<file path="src/rtl/sc_cnt_pkg.sv">
// Shared types and default sizing for the stochastic-to-binary counter.
package sc_cnt_pkg;

  // Defaults shared with the MAC wrapper so window and Sobol periods stay aligned.
  localparam int unsigned WIN_LOG2_DEF = 8;
  localparam int unsigned LAT_DEF      = 1;

  typedef enum logic [1:0] {
    IDLE,
    SKIP,
    RUN,
    DONE
  } sc_cnt_state_t;

endpackage

</file>
<file path="src/rtl/sc_stream_count_if.sv">
// Result port: registered count with a valid/ready handshake.
interface sc_stream_count_if
  import sc_cnt_pkg::*;
#(
  parameter int unsigned WIN_LOG2 = WIN_LOG2_DEF
) ();

  logic                oValid;
  logic                oReady;
  logic [WIN_LOG2:0]   oCount;

  // master: the counter producing results; slave: the consumer.
  modport master (output oValid, output oCount, input oReady);
  modport slave  (input oValid, input oCount, output oReady);

endinterface

</file>
<file path="src/rtl/sc_stream_count.sv">
// Counts ones in a stochastic bit stream over a 2^WIN_LOG2-cycle window,
// after discarding LAT leading bits, and presents the raw count on a
// valid/ready port.
module sc_stream_count
  import sc_cnt_pkg::*;
#(
  parameter int unsigned WIN_LOG2 = WIN_LOG2_DEF,
  parameter int unsigned LAT      = LAT_DEF
) (
  input  logic              clk,
  input  logic              rst_n,
  input  logic              start,
  input  logic              iBit,
  output logic              busy,
  sc_stream_count_if.master res_if
);

  localparam int unsigned CW = WIN_LOG2 + 1;
  // Only meaningful when LAT > 0; SKIP is unreachable otherwise.
  localparam logic [3:0]  SkipLast = 4'(LAT - 1);

  sc_cnt_state_t          state_q, state_d;
  logic [3:0]             skip_cnt_q;
  logic [WIN_LOG2-1:0]    win_cnt_q;
  logic [CW-1:0]          acc_q;
  logic [CW-1:0]          count_q;
  logic                   win_last;
  logic [CW-1:0]          acc_next;

  assign win_last = &win_cnt_q;
  assign acc_next = acc_q + CW'(iBit);

  // State register with synchronous active-low reset.
  always_ff @(posedge clk) begin
    if (!rst_n) begin
      state_q <= IDLE;
    end else begin
      state_q <= state_d;
    end
  end

  // Next-state logic; start is only looked at in IDLE, so it is never queued.
  always_comb begin
    state_d = state_q;
    unique case (state_q)
      IDLE: begin
        if (start) begin
          state_d = (LAT > 0) ? SKIP : RUN;
        end
      end
      SKIP: begin
        if (skip_cnt_q == SkipLast) begin
          state_d = RUN;
        end
      end
      RUN: begin
        if (win_last) begin
          state_d = DONE;
        end
      end
      DONE: begin
        if (res_if.oReady) begin
          state_d = IDLE;
        end
      end
      default: state_d = IDLE;
    endcase
  end

  // Outputs decode directly from registered state, so no input reaches an output.
  always_comb begin
    busy          = (state_q != IDLE);
    res_if.oValid = (state_q == DONE);
    res_if.oCount = count_q;
  end

  // Skip/window counters, accumulator and result register.
  always_ff @(posedge clk) begin
    if (!rst_n) begin
      skip_cnt_q <= '0;
      win_cnt_q  <= '0;
      acc_q      <= '0;
      count_q    <= '0;
    end else begin
      unique case (state_q)
        IDLE: begin
          if (start) begin
            skip_cnt_q <= '0;
            win_cnt_q  <= '0;
            acc_q      <= '0;
          end
        end
        SKIP: begin
          skip_cnt_q <= skip_cnt_q + 4'd1;
        end
        RUN: begin
          acc_q     <= acc_next;
          // Wraps to zero after the terminal all-ones count.
          win_cnt_q <= win_cnt_q + WIN_LOG2'(1);
          if (win_last) begin
            count_q <= acc_next;
          end
        end
        DONE: begin
          // Result held until the handshake; count_q keeps its value in IDLE.
        end
        default: begin
        end
      endcase
    end
  end

endmodule
</file>
<file path="src/flat_wrapper.sv">
// flat-port wrapper written by rule: the top's interface ports become plain ports
module sc_stream_count_flat import sc_cnt_pkg::*;
#(
  parameter int unsigned WIN_LOG2 = WIN_LOG2_DEF,
  parameter int unsigned LAT      = LAT_DEF
)
  (clk, rst_n, start, iBit, busy, res_if_oValid, res_if_oCount, res_if_oReady);
  sc_stream_count_if #(.WIN_LOG2(WIN_LOG2)) res_if_i ();
  input  logic clk;
  input  logic rst_n;
  input  logic start;
  input  logic iBit;
  output logic busy;
  output wire logic [$bits(res_if_i.oValid)-1:0] res_if_oValid;
  output wire logic [$bits(res_if_i.oCount)-1:0] res_if_oCount;
  input wire logic [$bits(res_if_i.oReady)-1:0] res_if_oReady;
  assign res_if_oValid = res_if_i.oValid;
  assign res_if_oCount = res_if_i.oCount;
  assign res_if_i.oReady = res_if_oReady;
  sc_stream_count #(.WIN_LOG2(WIN_LOG2), .LAT(LAT)) u_core (.clk(clk), .rst_n(rst_n), .start(start), .iBit(iBit), .busy(busy), .res_if(res_if_i));
endmodule
</file>
<file path="config.mk">
export PLATFORM = sky130hd
export DESIGN_NAME = sc_stream_count_flat
export DESIGN_NICKNAME = d
export VERILOG_FILES = /design/src/rtl/sc_cnt_pkg.sv /design/src/rtl/sc_stream_count_if.sv /design/src/rtl/sc_stream_count.sv /design/src/flat_wrapper.sv
export SDC_FILE = /design/constraint.sdc
export NUM_CORES = 1
export LEC_CHECK = 0
export ABC_AREA = 1
export CELL_PAD_IN_SITES_DETAIL_PLACEMENT = 1
export CELL_PAD_IN_SITES_GLOBAL_PLACEMENT = 1
export CORE_MARGIN = 3
export CORE_UTILIZATION = 43
export DETAILED_ROUTE_END_ITERATION = 10
export PLACE_DENSITY = 0.9
export RECOVER_POWER = 50
export SLEW_MARGIN = 40
export SYNTH_ARGS = -nofsm -noshare
export SYNTH_HDL_FRONTEND = slang
export SYNTH_SLANG_ARGS = --single-unit
</file>
<file path="constraint.sdc">
create_clock -name clk -period 3.8 [get_ports clk]
set_input_delay 0.57 -clock clk [delete_from_list [all_inputs] [get_ports clk]]
set_output_delay 0.57 -clock clk [all_outputs]
set_load 0.005 [all_outputs]
</file>
==> impl_metrics.csv <==
group,metric,value,unit
power_and_ir_drop,power_density,513.8,mW/mm^2
worst_setup_path,cp.required,3.23,ns
clock_network,postCtsSetupBuffers,0,
global_route,overflow,0,
route,dr.max_layer_used,"met4",
timing,period_needed,2.218,ns
synth,ys_ff_latch,32,
synth,synth_area_per_cell,6.876,sq um
clock_network,numCtsBuffers,5,
hold_path,hp-class,"flip-flop to flip-flop",
floorplanning,core_area,0.003521,sq mm
global_route,grt_pass1_wl,7521,microns
synth,syn_inst,240,
power_and_ir_drop,p_leak,0.8795,nW
synth,ys_seq_area_frac,0.3882,
route,ant_nets,0,
route,wl_met1,1923,microns
finish,drive_gt1_frac,0.06564,
floorplanning,die_w,67.95,microns
finish,syn2layout_area_growth,18.12,%
route,routed-wl-met3,136,microns
clock_network,cts_sinks,32,
timing,fin_ws,1.582,ns
timing,finClkSkew,0.008094,ns
placed_design,gp_congestion,0.7742,
timing,slew_viol_final,0,
status,status,"completed",
worst_setup_path,crit_fanout,4,
finish,num-nets-final,273,
job,drv_cap,0,
clock_network,cts_hold_buf,0,
placed_design,pre_cts_ws,1.558,ns
route,via_per_inst,5.033,
floorplanning,initial_core_util,0.4687,
worst_setup_path,crit_path_start_kind,"flip-flop",
global_route,grt_max_degree,16,
route,drc,0,
clock_network,cts_tree,"done",
clock_network,clock_path_buffers,2,
timing,setup_tns,0,ns
clock_network,clock-root-buffer,"clkbuf_8",
timing,setup_violations,0,
power_and_ir_drop,peakVddDrop,0.0002974,V
floorplanning,die_height,67.95,microns
timing,hold_violations,0,
synth,synth_area,0.001650,sq mm
floorplanning,rows,21,
clock_network,cts_resized,0,
worst_setup_path,cp_cell_sequence,"inv_1, ha_1, inv_2, clkdlybuf4s50_1",
timing,rsz0062_at_grt,"no",
timing,fin_crit_sh,0.5838,
synth,yosysWarnings,0,
timing,slew_headroom,0.5311,
route,dr.first_iter.drc_count,98,
finish,nFillCells,499,
route,dr_wl_met2,2054,microns
route,wl_per_cell,13.73,microns
floorplanning,dieArea,0.004617,sq mm
floorplanning,io_pins,16,
route,drt-total-wl,4187,microns
placed_design,post-dp-hpwl,3066,microns
worst_setup_path,critPathCaptureType,"primary output",
route,via_count,1535,
synth,synthDistinctLibCells,25,
synth,syn_nets,255,
worst_setup_path,worst-setup-path-type,"flip-flop to primary output",
worst_setup_path,cpPeakStageDelay,0.50,ns
clock_network,clk_latency,0.29,ns
timing,clock.fmax,450.8,MHz
finish,num_antenna_cells,0,
worst_setup_path,critPathSlowestCell,"clkdlybuf4s50_1",
global_route,grt_usage,0.2194,
global_route,grt_antenna_before_repair,0,
clock_network,cts_max_level,2,
route,dr.pass1.iters,4,
worst_setup_path,arrival,1.65,ns
timing,tightest_slew,0.6959,ns
placed_design,io_buffers,15,
clock_network,clkTransAtPathRegs,0.07,ns
global_route,grt_pass1_vias,1649,
==> cell families after synthesis <==
logic type      synth area share
compound gates            0.1183
xor+xnor                 0.02123
flops                     0.3882
fa+ha+maj                0.07582
buf+inv                  0.08340
simple gates              0.3131
==> layout by cell type (no fill, tap or decap), types with 3 or more instances in the layout <==
| cell type | netlist | routed |
|---|---|---|
| o21ai_0 | 6 | 7 |
| nor2_1 | 30 | 30 |
| nand3_1 | 14 | 14 |
| clkbuf_8 | 0 | 5 |
| clkdlybuf4s50_1 | 0 | 5 |
| a21oi_1 | 26 | 26 |
| inv_1 | 30 | 30 |
| nand2_1 | 65 | 65 |
| nand2_2 | 3 | 3 |
| dlygate4sd3_1 | 0 | 10 |
| dfxtp_1 | 32 | 32 |
| ha_1 | 10 | 10 |
==> final cells by class <==
| type | instances | area [sq um] | share of cell area |
|---|---|---|---|
| clock buffer | 5 | 68.82 | 0.03530 |
| multi-input combinational | 172 | 869.6 | 0.4461 |
| tap | 46 | 57.56 | 0.02953 |
| sequential | 32 | 640.6 | 0.3286 |
| clock inverter | 3 | 42.54 | 0.02182 |
| timing repair buffer | 15 | 150.1 | 0.07702 |
| inverter | 32 | 120.1 | 0.06162 |
==> metrics by stage <==
| stage | area [sq um] | utilization | total power [W] | hold WS (ns) | std cells |
|---|---|---|---|---|---|
| after floorplan | 1650 | - | 0.0005827 | 0.4405 | 240 |
| after global placement | 1841 | 0.5227 | 0.0006574 | 0.4591 | 297 |
| after detailed placement | 1841 | 0.5227 | 0.0006735 | 0.4673 | 297 |
| after CTS | 1952 | 0.5544 | 0.001007 | 0.4844 | 305 |
| after global routing | 1949 | 0.5537 | 0.001068 | 0.5158 | 305 |
| final | 1949 | 0.5537 | 0.001002 | 0.4802 | 305 |
==> state kept, by name (all words and copies together), names as in the netlist <==
register and count:
u_core.acc_q 9, u_core.res_if.oCount 9, u_core.skip_cnt_q 4, u_core.state_q 2, u_core.win_cnt_q 8
==> synth_stat cells, drive strengths merged <==
master / n / share of area
ha: 10 / 0.076
o21ai: 7 / 0.021
a21oi: 26 / 0.079
xor2: 2 / 0.011
a21boi: 1 / 0.0046
inv: 32 / 0.073
o21bai: 2 / 0.0091
buf: 2 / 0.0061
xnor2: 2 / 0.011
nand4: 3 / 0.019
a211oi: 1 / 0.0046
and2: 1 / 0.0038
and3: 1 / 0.0038
clkbuf: 2 / 0.0046
nand2: 68 / 0.16
nand3: 14 / 0.042
nor2: 32 / 0.079
dfxtp: 32 / 0.39
nor3: 2 / 0.0061
==> final timing paths <==
| check | startpoint | end | slack (ns) | cells past startpoint |
|---|---|---|---|---|
| setup / recovery | u_core.state_q[1] | busy | 1.58 | 4 |
| setup reg to reg | u_core.state_q[1] | u_core.win_cnt_q[4] | 1.86 | 7 |
| hold / removal | u_core.win_cnt_q[0] | u_core.win_cnt_q[0] | 0.48 | 1 |
| hold reg to reg | u_core.win_cnt_q[0] | u_core.win_cnt_q[0] | 0.48 | 1 |
==> worst max-delay path: cells and delay by family, from the launching register on <==
kind | cells | cell delay [ns]
buffers and inverters | 3 | 0.70
flip-flops | 1 | 0.40
adder cells (fa/ha/maj) | 1 | 0.25
==> routing by layer <==
metal	global-route usage	vias up
met1	0.2542	709
met5	0	-
met2	0.3887	28
met3	0.05911	7
met4	0.06948	0
li1	-	791
==> power breakdown <==
part	switching, W	internal, W
Clock	0.000136	0.000194
Sequential	0.0000219	0.000357
Combinational	0.000197	0.0000958
No activity file was read; power rests on OpenSTA's default activity.
